## src/rtl/sequencer_transport.sv

```systemverilog
// Transport controller for the step-sequencer channel players. It owns the tempo divider,
// the play/pause/stop FSM, the count-in, and the shared step position broadcast to players.
module sequencer_transport #(
    parameter int DIV_W       = 14,
    parameter int DEFAULT_DIV = 11025,
    parameter int STEP_W      = 6,
    parameter int MAX_STEPS   = 40,
    parameter int COUNT_IN    = 4
) (
    input  logic              clock,
    input  logic              clear_n,
    input  logic              play_req,
    input  logic              pause_req,
    input  logic              stop_req,
    input  logic [DIV_W-1:0]  tempo_div,
    input  logic              tempo_load,
    input  logic [STEP_W-1:0] loop_len,
    output logic [1:0]        state,
    output logic              running,
    output logic              step_pulse,
    output logic [STEP_W-1:0] step_idx,
    output logic              bar_pulse,
    output logic              count_in_pulse
);

    typedef enum logic [1:0] {
        ST_STOP  = 2'b00,
        ST_COUNT = 2'b01,
        ST_PLAY  = 2'b10,
        ST_PAUSE = 2'b11
    } state_t;

    localparam logic [DIV_W-1:0]  DEF_DIV   = DIV_W'(DEFAULT_DIV);
    localparam logic [DIV_W-1:0]  DIV_ONE   = DIV_W'(1);
    localparam logic [STEP_W-1:0] MAX_LEN   = STEP_W'(MAX_STEPS);
    localparam logic [STEP_W-1:0] STEP_ONE  = STEP_W'(1);
    localparam logic [3:0]        LAST_BEAT = 4'(COUNT_IN - 1);

    state_t            cur;
    logic [DIV_W-1:0]  div_reg;
    logic [DIV_W-1:0]  tick_cnt;
    logic [STEP_W-1:0] pos;
    logic [STEP_W-1:0] len_reg;
    logic [3:0]        beat_cnt;

    logic              tick;
    logic              go_stop;
    logic              at_last_step;
    logic [STEP_W-1:0] len_next;
    logic [DIV_W-1:0]  div_next;

    assign state = cur;

    // The divider only advances while counting in or playing; STOP/PAUSE hold it.
    assign tick         = ((cur == ST_COUNT) || (cur == ST_PLAY)) && (tick_cnt == '0);
    assign go_stop      = stop_req && (cur != ST_STOP);
    assign at_last_step = (pos >= (len_reg - STEP_ONE));

    always_comb begin
        len_next = loop_len;
        if ((loop_len == '0) || (loop_len > MAX_LEN)) begin
            len_next = MAX_LEN;
        end
    end

    // A zero divider would give a 1-clock step, which players cannot pulse against.
    always_comb begin
        div_next = tempo_div;
        if (tempo_div == '0) begin
            div_next = DIV_ONE;
        end
    end

    always_ff @(posedge clock) begin
        if (!clear_n) begin
            cur            <= ST_STOP;
            div_reg        <= DEF_DIV;
            tick_cnt       <= DEF_DIV;
            pos            <= '0;
            step_idx       <= '0;
            len_reg        <= MAX_LEN;
            beat_cnt       <= '0;
            running        <= 1'b0;
            step_pulse     <= 1'b0;
            bar_pulse      <= 1'b0;
            count_in_pulse <= 1'b0;
        end else begin
            step_pulse     <= 1'b0;
            bar_pulse      <= 1'b0;
            count_in_pulse <= 1'b0;

            if (tempo_load) begin
                div_reg <= div_next;
            end

            if (go_stop) begin
                // Stop wins over every other request and swallows a coincident tick.
                cur      <= ST_STOP;
                running  <= 1'b0;
                pos      <= '0;
                step_idx <= '0;
                tick_cnt <= div_reg;
                beat_cnt <= '0;
            end else begin
                case (cur)
                    ST_STOP: begin
                        if (play_req) begin
                            cur      <= ST_COUNT;
                            running  <= 1'b0;
                            tick_cnt <= div_reg;
                            beat_cnt <= '0;
                            pos      <= '0;
                            len_reg  <= len_next;
                        end
                    end

                    ST_COUNT: begin
                        if (tick) begin
                            count_in_pulse <= 1'b1;
                            tick_cnt       <= div_reg;
                            beat_cnt       <= beat_cnt + 4'd1;
                            if (beat_cnt == LAST_BEAT) begin
                                cur     <= ST_PLAY;
                                running <= 1'b1;
                            end
                        end else begin
                            tick_cnt <= tick_cnt - DIV_ONE;
                        end
                    end

                    ST_PLAY: begin
                        if (pause_req) begin
                            // tick_cnt is held, so a tick lost here fires right after resume.
                            cur     <= ST_PAUSE;
                            running <= 1'b0;
                        end else if (tick) begin
                            step_pulse <= 1'b1;
                            bar_pulse  <= (pos == '0);
                            step_idx   <= pos;
                            tick_cnt   <= div_reg;
                            if (at_last_step) begin
                                pos     <= '0;
                                len_reg <= len_next;
                            end else begin
                                pos <= pos + STEP_ONE;
                            end
                        end else begin
                            tick_cnt <= tick_cnt - DIV_ONE;
                        end
                    end

                    ST_PAUSE: begin
                        if (play_req) begin
                            cur     <= ST_PLAY;
                            running <= 1'b1;
                        end
                    end

                    default: begin
                        cur     <= ST_STOP;
                        running <= 1'b0;
                    end
                endcase
            end
        end
    end

endmodule

```

## config.mk

```make
export PLATFORM = sky130hd
export DESIGN_NAME = sequencer_transport
export DESIGN_NICKNAME = d
export VERILOG_FILES = /design/src/rtl/sequencer_transport.sv
export SDC_FILE = /design/constraint.sdc
export NUM_CORES = 1
export LEC_CHECK = 0
export ABC_AREA = 1
export BUFFER_PORTS_ARGS = -buffer_cell sky130_fd_sc_hd__buf_2
export CAP_MARGIN = 5
export CORE_MARGIN = 1.5
export CORE_UTILIZATION = 34
export CTS_CLUSTER_DIAMETER = 30
export DETAILED_ROUTE_END_ITERATION = 10
export PLACE_DENSITY = 0.55
export SYNTH_ARGS = -nofsm -noshare
export SYNTH_HDL_FRONTEND = slang
export SYNTH_SLANG_ARGS = --single-unit
```

## constraint.sdc

```tcl
create_clock -name clock -period 2.7 [get_ports clock]
set_input_delay 0.675 -clock clock [delete_from_list [all_inputs] [get_ports clock]]
set_output_delay 0.675 -clock clock [all_outputs]
set_load 0.02 [all_outputs]
```

==> reports/summary.txt, run 1 <==
Num CTS Buffers: 5
Pre-CTS setup slack: 478 ps
Delay-heaviest family, CP: simple AND/OR/NAND/NOR gates
CP Buf/Inv Count: 3
Placed standard-cell area: 3490 µm²
Worst Skew: 5.18 ps
Top cell type's share of synthesized area: 35.2%
IO buf count: 37
Most common cell in the netlist: nand2_1
Worst Tran Pin Value: 412 ps
Initial antenna violation count: 0
MaxCap Viol Count: 0
Initial Utilization: 34.8%
Crit Reg-Reg Endpoint: len_reg[4]
Setup_tns: 0 ps
Maximum fanout along the worst path: 5
First-pass GRT wire length: 12.8 mm
Hold_ws: 444 ps
Crit path time final: 2200 ps
Area of the mapped netlist: 3190 µm²
Netlist cell types: 35
Post-DR wirelength/cell: 11.8 µm
Worst setup EP type: flop
Syn Nets: 511
Fin util: 39.1%
IO Count: 38
Area Overhead vs Synth: 12.1%
N_diodes: 0
Min-delay src: step_idx[4]
Syn Inst Count: 470
Worst R2R Path Depth: 15
DRT iter0 DRCs: 101
CP max stage cell: dfxtp_1
Total GRT Usage: 15.5%
Setup slack after layout: 495 ps
EDFF count, synth: 0
Crit Path Class: flop to flop
# resized after CTS: 0
Worst skew pair latency: 310 ps
Endpoints failing setup: 0
Synth top cells by count: nand2_1 (99), inv_1 (59), dfxtp_1 (56)
Worst endpoint required time: 2910 ps
Post-CTS setup buffers: 0
Endpoint, Worst Hold: step_idx[4]
Die W: 99.9 µm
Rel. slew slack: 72.6%
Seq/Total Area, Yosys: 35.2%
Hold Crit Class: flop to flop
Max rail drop VDD: 0.290 mV
Core outline area: 9150 µm²
Vias in the first global route: 2757
DRC Markers: 0
Clock Root Buffer: clkbuf_8
RSZ-0062 raised after global routing: no
Final hold violation count: 0
Slowest cell delay on critical path: 340 ps
# rows: 35
Cell taking the most area after synthesis: dfxtp_1
CTS tree: yes
Mean instance size in the synthesized netlist: 6.79 µm²
GRT Residual Overflow: 0
R2r setup slk: 500 ps
HPWL after DPL: 5.53 mm
Die ar.: 9970 µm²
Drt first pass iters: 4
CTS max path bufs: 2
Worst setup SP type: flop
Design area: 3580 µm²
Crit-path cells: inv_1, ha_1, nand2_1, xor2_1, inv_1, ha_1, nand2_1, inv_1, nand2_1, nor2_1, nor2_1, nand2_1, nand4_1, nor2_1, nor2_1
Die H: 99.9 µm
Largest cells by area after synthesis: dfxtp_1 (35%), nand2_1 (12%), inv_1 (6.9%)
Status: finished clean
Htree depth: 2
FF-to-FF Start: len_reg[0]
Vias: 2992
Top_reg_cell synth: dfxtp_1
Async SR Flop Fraction: 0%
Final WL: 7.31 mm
Leakage: 0.00160 µW
Fraction of layout instances using a drive strength above 1: 14.0%
GPL Wtd Cong: 0.832
Fmax: 454 MHz
Reg clk slew, reported paths: 100 ps
PwrDens: 894 nW/µm²
Hold path depth: 2
Ys Warns: 0
Largest net degree at the start of global routing: 22
Yosys reg bits: 56
Hold_buf cts: 0
CTS Sinks: 56
Crit share post-route: 81.7%
CP arrival: 2420 ps
Layout net count: 548
Fin. max-slew vios: 0
Antenna-violating nets left: 0
Via/cell ratio: 4.83
tightest hold or removal path, stage by stage (launching register included):
cell and delay [ps]:
dfxtp_1 320, inv_1 50, a21oi_1 50
where the power goes:
part / internal [µW] / switching [µW] / leakage (µW)
clock network: 210 / 272 / 0.0000455
logic: 541 / 1020 / 0.00110
registers: 992 / 164 / 0.000460
total: 1740 / 1450 / 0.00160
routing by layer:
layer	up-vias	share of wire, %	global-route usage, %	wire length, µm
met1	1330	51	20.9	3720
met2	54	45	26.0	3310
met4	0	1.2	3.90	85
met5	-	0	0	0
met3	10	2.7	2.37	201
li1	1598	-	-	-
cell usage in the layout (no fill, tap or decap), types with 5 or more instances in the layout:
cell,Yosys,layout
xor2_1,7,7
nor3_1,8,8
nor2_2,7,7
inv_1,59,59
o21ai_0,30,30
nand4_1,12,12
ha_1,15,15
a21oi_1,44,44
o211ai_1,5,5
buf_2,4,37
nor2_1,53,53
nand3_1,32,32
clkbuf_8,1,6
buf_4,1,5
inv_2,5,5
dfxtp_1,56,56
nand2_1,99,99
logic make-up (layout without fill, tap and decap cells):
family / count (synthesis) / after routing / synth area share, %
AOI/OAI and AO/OA: 89 / 89 / 15.6
buffers and inverters: 78 / 116 / 9.89
DFF: 56 / 56 / 35.2
xor gates and xnor gates: 11 / 11 / 3.02
adders and majority gates: 15 / 15 / 5.88
and+or+nand+nor: 221 / 221 / 30.5
how the worst max path moves through the flow:
stage,endpoint,start,depth (start not counted)
2_1_floorplan,len_reg[3],len_reg[0],15
3_3_place_gp,len_reg[1],len_reg[0],16
3_5_place_dp,len_reg[3],len_reg[0],15
4_1_cts,len_reg[4],len_reg[0],16
5_1_grt,len_reg[4],len_reg[0],16
6_report,len_reg[4],len_reg[0],15
through the flow:
stage	std cells	power [µW]
4_1_cts	619	3220
3_3_place_gp	611	2720
6_report	619	3200
3_5_place_dp	611	2730
2_1_floorplan	470	2380
5_1_grt	619	3500
area by class of cell:
type	instances	area, µm²
multi-input combinational	336	1750
sequential	56	1120
tap	111	139
clock buffer	8	90.1
timing repair buffer	42	223
fill	994	5580
inverter	66	250
No activity file was read; power rests on OpenSTA's default activity.
==> run 2: changes to the inputs <==
- PLACE_DENSITY: 0.55 -> 0.57
- clock period: 2.7 -> 2 ns (I/O delays scaled with it)
==> run 2 against run 1 <==
Final cell count up 2.6%. Critical path depth down 2. Setup slack worse by 510 ps. Largest power group unchanged. Sequential cell count unchanged. Non-clock buffer count up 16. Largest cell class unchanged. Global-route usage up 0.44 points. Via count up 4.4%. The flow now finishes with violations (setup timing). Register-to-register slack worse by 510 ps. Sequential share of layout area down 1.8 points. First-iteration DRC count down 18%.
==> reports/summary.txt, run 2 (synthesis gave the netlist of run 1 again) <==
Largest net degree at the start of global routing: 19 (was 22)
Final hold violation count: 0 (unchanged)
Die W: 99.9 µm (unchanged)
N_diodes: 0 (unchanged)
Crit-path cells: nor2_2, nand2_2, nor3_2, xnor2_1, ha_1, nand2_2, inv_2, buf_4, nand2_2, nand4_1, nor2_1, nand3_1, a21oi_2 (was inv_1, ha_1, nand2_1, xor2_1, inv_1, ha_1, nand2_1, inv_1, nand2_1, nor2_1, nor2_1, nand2_1, nand4_1, nor2_1, nor2_1)
Fmax: 496 MHz (was 454 MHz)
Footprint of the multi-input gates: 1830 µm² (was 1750 µm²)
Most common cell on crit path: nand2_2
Area Overhead vs Synth: 19.2% (was 12.1%)
Core outline area: 9150 µm² (unchanged)
Vias in the first global route: 2999 (was 2757)
Total GRT Usage: 15.9% (was 15.5%)
Via/cell ratio: 4.92 (was 4.83)
First-pass GRT wire length: 13.1 mm (was 12.8 mm)
CP arrival: 2270 ps (was 2420 ps)
Layout net count: 564 (was 548)
Met1 Track Usage GR: 19.0% (was 20.9%)
Die ar.: 9970 µm² (unchanged)
Fraction of layout instances using a drive strength above 1: 21.2% (was 14.0%)
Fin. max-slew vios: 0 (unchanged)
RSZ-0062 raised after global routing: yes (was no)
GPL Wtd Cong: 0.785 (was 0.832)
Fillers: 978 (was 994)
Failing checks: setup timing
Grt met2 use: 29.4% (was 26.0%)
IO buf count: 37 (unchanged)
Max rail drop VDD: 0.376 mV (was 0.290 mV)
HPWL after DPL: 5.82 mm (was 5.53 mm)
Vias: 3125 (was 2992)
Slowest cell delay on critical path: 350 ps (was 340 ps)
Drt first pass iters: 4 (unchanged)
CTS Sinks: 56 (unchanged)
Crit Path Class: flop to flop (unchanged)
Leakage: 0.00170 µW (was 0.00160 µW)
Rel. slew slack: 64.0% (was 72.6%)
Setup slack after layout: -14.1 ps (was 495 ps)
R2r setup slk: -10 ps (was 500 ps)
CTS max path bufs: 2 (unchanged)
Worst endpoint required time: 2250 ps (was 2910 ps)
Worst skew pair latency: 310 ps (about the same)
Placed standard-cell area: 3590 µm² (was 3490 µm²)
IO Count: 38 (unchanged)
Hold Crit Class: primary input to flop (was flop to flop)
Final WL: 7.80 mm (was 7.31 mm)
CP max stage cell: dfxtp_2 (was dfxtp_1)
Antenna-violating nets left: 0 (unchanged)
Initial Utilization: 34.8% (unchanged)
GRT Residual Overflow: 0 (unchanged)
Top Usage Layer GRT: met2 (unchanged)
Fin util: 41.5% (was 39.1%)
Status: finished, violations left (was finished clean)
Worst setup EP type: flop (unchanged)
DRC Markers: 0 (unchanged)
Clock Root Buffer: clkbuf_8 (unchanged)
CTS tree: yes (unchanged)
Crit path time final: 2010 ps (was 2200 ps)
Most frequent cells in the layout: nand2_1 (93), inv_1 (56), dfxtp_1 (53) (was nand2_1 (99), inv_1 (59), dfxtp_1 (56))
Worst Tran Pin Value: 539 ps (was 412 ps)
Pre-CTS setup slack: -104 ps (was 478 ps)
Worst setup SP type: flop (unchanged)
Initial antenna violation count: 0 (unchanged)
Htree depth: 2 (unchanged)
Maximum fanout along the worst path: 4 (was 5)
MaxCap Viol Count: 0 (unchanged)
Hold_buf cts: 0 (unchanged)
# rows: 35 (unchanged)
Commonest non-fill, non-tap cell in the layout: nand2_1 (unchanged)
Crit share post-route: 101% (was 81.7%)
Reg clk slew, reported paths: 110 ps (was 100 ps)
DRT iter0 DRCs: 83 (was 101)
PwrDens: 1250 nW/µm² (was 894 nW/µm²)
Reg area: 1120 µm² (about the same)
Die H: 99.9 µm (unchanged)
Post-DR wirelength/cell: 12.3 µm (was 11.8 µm)
Worst Skew: 11.4 ps (was 5.18 ps)
Num CTS Buffers: 5 (unchanged)
Grt met3 use: 2.92% (was 2.37%)
Design area: 3800 µm² (was 3580 µm²)
Endpoints failing setup: 1 (was 0)
## run 2: worst paths after layout
check	endpoint	from	cells after the start
max	pos[4]	len_reg[1]	13
min	div_reg[13]	tempo_div[13]	3
min reg2reg	step_idx[3]	step_idx[3]	2
max reg2reg	pos[4]	len_reg[1]	13
## run 2: critical path, delay by kind of cell (launching register included)
family / cells / cell delay [ps]
simple gates: 8 / 830
xor+xnor: 1 / 150
compound gates: 1 / 150
flops: 1 / 350
fa+ha+maj: 1 / 300
buf+inv: 2 / 170
## run 2: stage by stage
step	power, µW	hold WS, ps	cells	TNS [ps]
final	4750	431	635	-14.1
after global routing	5160	424	635	-1890
after CTS	4700	421	634	-68.0
after detailed placement	3850	434	625	-646
after global placement	3810	433	625	-25.1
after floorplan	3210	429	470	0
## run 2: cell type report
type                       count  area share [%]
clock buffer                   6            1.91
clock inverter                 2           0.922
inverter                      66            6.58
multi-input combinational    336            48.2
sequential                    56            29.6
tap                          111            3.65
timing repair buffer          58            9.12
## run 2: layer usage
layer  vias to the layer above  wire [µm]
met4                         0         63
met5                         -          0
met1                      1427       3680
li1                       1629          -
met2                        63       3800
met3                         6        257
## run 2: what timing repair did
| action | CTS | global route |
|---|---|---|
| cloned | 0 | 0 |
| endpoints found under the setup margin | 12 | 24 |
| setup buffers | 1 | 1 |
| resized for setup | 15 | 12 |
| pin swaps | 8 | 11 |
## run 2: report_power, final
| part | switching (µW) | leakage (µW) | internal, µW |
|---|---|---|---|
| registers | 216 | 0.000461 | 1340 |
| logic | 1490 | 0.00118 | 938 |
| clock network | 396 | 0.0000552 | 373 |
| total | 2100 | 0.00170 | 2650 |
==> run 3: changes to the inputs <==
- CORE_UTILIZATION: 34 -> 47
- PLACE_DENSITY: 0.57 -> 0.71
- clock period: 2 -> 2.5 ns (I/O delays scaled with it)
==> run 3 against run 2 <==
Via count decreased by 3.4%. Critical path depth grew 2. Clock skew down 4.6 ps. Setup slack better by 240 ps. Final cell count shrank 8.2%. Total power shrank 27%. Sequential share of layout area is 2.1 points higher. Die area shrank 27%. The flow finishes with violations (DRC). Clock power is 25% lower.
==> reports/summary.txt, run 3 (synthesis gave the netlist of run 1 again) <==
Clock Root Buffer: clkbuf_8 (unchanged)
Hold_ws: 441 ps (was 431 ps)
Worst skew pair latency: 300 ps (was 310 ps)
Vias: 3018 (was 3125)
N_diodes: 0 (unchanged)
Die ar.: 7290 µm² (was 9970 µm²)
IO Count: 38 (unchanged)
GRT Residual Overflow: 0 (unchanged)
R2r setup slk: 230 ps (was -10 ps)
Reg clk slew, reported paths: 100 ps (was 110 ps)
Worst setup SP type: flop (unchanged)
Design area: 3540 µm² (was 3800 µm²)
Final WL: 6.94 mm (was 7.80 mm)
Die W: 85.4 µm (was 99.9 µm)
Worst setup EP type: flop (unchanged)
CTS tree: yes (unchanged)
Comb pwr share: 47.6% (was 51.0%)
Fin. max-slew vios: 0 (unchanged)
Initial antenna violation count: 0 (unchanged)
DRC Markers: 4 (was 0)
Crit share post-route: 90.9% (was 101%)
Status: finished, violations left (unchanged)
CTS max path bufs: 2 (unchanged)
Drt first pass iters: 7 (was 4)
Crit Path Class: flop to flop (unchanged)
Antenna-violating nets left: 0 (unchanged)
CP Buf/Inv Count: 3 (was 2)
Htree depth: 2 (unchanged)
Hold Crit Class: flop to flop (was primary input to flop)
Failing checks: DRC (was setup timing)
Largest net degree at the start of global routing: 22 (was 19)
PwrDens: 985 nW/µm² (was 1250 nW/µm²)
Min-delay src: step_idx[5] (was tempo_div[13])
Post-DR wirelength/cell: 11.9 µm (was 12.3 µm)
Setup slack after layout: 226 ps (was -14.1 ps)
Hold_buf cts: 0 (unchanged)
Rel. slew slack: 69.5% (was 64.0%)
Slowest cell delay on critical path: 360 ps (was 350 ps)
MaxCap Viol Count: 0 (unchanged)
CP max stage cell: dfxtp_1 (was dfxtp_2)
Sw Pwr: 1550 µW (was 2100 µW)
Layout net count: 546 (was 564)
Pre-CTS setup slack: 191 ps (was -104 ps)
Sequential Power Share: 35.9% (was 32.8%)
Maximum fanout along the worst path: 5 (was 4)
Worst Skew: 6.84 ps (was 11.4 ps)
Num CTS Buffers: 5 (unchanged)
Final hold violation count: 0 (unchanged)
Worst R2R Path Depth: 15 (was 13)
CP arrival: 2480 ps (was 2270 ps)
Crit Reg-Reg Endpoint: len_reg[4] (was pos[4])
Max rail drop VDD: 0.402 mV (was 0.376 mV)
HPWL after DPL: 5.33 mm (was 5.82 mm)
Via/cell ratio: 5.18 (was 4.92)
Leakage: 0.00160 µW (was 0.00170 µW)
DRT iter0 DRCs: 110 (was 83)
Initial Utilization: 49.4% (was 34.8%)
Sw Share: 44.4% (was 44.1%)
Delay-heaviest family, CP: simple AND/OR/NAND/NOR gates (unchanged)
Vias in the first global route: 2845 (was 2999)
Crit-path cells: inv_1, ha_1, nand2_1, xor2_1, inv_1, ha_1, nand2_1, inv_1, nand2_1, nor2_1, nor2_1, nand2_2, nand4_1, nor2_1, nor2_1 (was nor2_2, nand2_2, nor3_2, xnor2_1, ha_1, nand2_2, inv_2, buf_4, nand2_2, nand4_1, nor2_1, nand3_1, a21oi_2)
Die H: 85.4 µm (was 99.9 µm)
Setup_tns: 0 ps (was -14.1 ps)
Area Overhead vs Synth: 10.9% (was 19.2%)
Crit path time final: 2270 ps (was 2010 ps)
GPL Wtd Cong: 0.833 (was 0.785)
Worst Tran Pin Value: 455 ps (was 539 ps)
Core outline area: 6460 µm² (was 9150 µm²)
Worst endpoint required time: 2710 ps (was 2250 ps)
# rows: 29 (was 35)
FF-to-FF Start: len_reg[0] (was len_reg[1])
Most common cell on crit path: nor2_1 (was nand2_2)
First-pass GRT wire length: 12.2 mm (was 13.1 mm)
Commonest non-fill, non-tap cell in the layout: nand2_1 (unchanged)
IO buf count: 37 (unchanged)
Total GRT Usage: 20.3% (was 15.9%)
Hold path depth: 2 (was 3)
Placed standard-cell area: 3430 µm² (was 3590 µm²)
Fillers: 632 (was 978)
Most frequent cells in the layout: nand2_1 (98), inv_1 (59), dfxtp_1 (56) (was nand2_1 (93), inv_1 (56), dfxtp_1 (53))
Fraction of layout instances using a drive strength above 1: 14.0% (was 21.2%)
Endpoints failing setup: 0 (was 1)
Fin util: 54.8% (was 41.5%)
Int Pwr: 1940 µW (was 2650 µW)
Endpoint, Worst Hold: step_idx[5] (was div_reg[13])
CTS Sinks: 56 (unchanged)
Clk pwr share: 16.6% (was 16.2%)
RSZ-0062 raised after global routing: no (was yes)
Fmax: 440 MHz (was 496 MHz)
## run 3: area by class of cell
| cell class | count | area [µm²] | area share, % |
|---|---|---|---|
| sequential | 56 | 1120 | 31.7 |
| clock inverter | 2 | 35.0 | 0.990 |
| clock buffer | 6 | 72.6 | 2.05 |
| inverter | 66 | 250 | 7.07 |
| tap | 77 | 96.3 | 2.72 |
| timing repair buffer | 40 | 208 | 5.87 |
| multi-input combinational | 336 | 1760 | 49.6 |
## run 3: through the flow
| step | total power, µW | instances |
|---|---|---|
| after global routing | 3810 | 583 |
| after CTS | 3500 | 583 |
| after floorplan | 2570 | 470 |
| after global placement | 2870 | 575 |
| after detailed placement | 2920 | 575 |
| final | 3480 | 583 |
## run 3: metal layers
layer | GRT usage (%) | vias to the layer above | share of wire, % | routed length (µm)
met5 | 0 | - | 0 | 0
met2 | 36.0 | 52 | 48 | 3350
li1 | - | 1596 | - | -
met4 | 6.16 | 0 | 1.4 | 94
met1 | 25.1 | 1363 | 47 | 3270
met3 | 3.50 | 7 | 3.3 | 226
## run 3: timing repair
item | in CTS | in global routing
gates resized for setup | 0 | 1
endpoints found under the setup margin | 0 | 5
setup buffers | 0 | 0
## run 3: worst max-delay path by stage
| stage | startpoint | to | slack [ps] | cells after the start |
|---|---|---|---|---|
| floorplan | len_reg[0] | len_reg[3] | 550 | 15 |
| global placement | len_reg[0] | len_reg[4] | 280 | 15 |
| detailed placement | len_reg[0] | len_reg[4] | 190 | 15 |
| CTS | len_reg[0] | len_reg[0] | 170 | 16 |
| global route | len_reg[0] | len_reg[4] | 5 | 16 |
| finish | len_reg[0] | len_reg[4] | 230 | 15 |
## run 3: worst reg2reg max path, stage by stage (launching register included)
cell	delay [ps]
dfxtp_1	360
inv_1	80
ha_1	240
nand2_1	90
xor2_1	140
inv_1	50
ha_1	280
nand2_1	80
inv_1	90
nand2_1	50
nor2_1	90
nor2_1	60
nand2_2	120
nand4_1	220
nor2_1	150
nor2_1	60
## run 3: power by group through the flow
stage               sequential [µW]  clock [µW]  combinational [µW]
floorplan                      1250           0                1320
global placement               1270           0                1610
detailed placement             1270           0                1640
CTS                            1250         600                1650
global route                   1280         632                1900
finish                         1250         578                1660
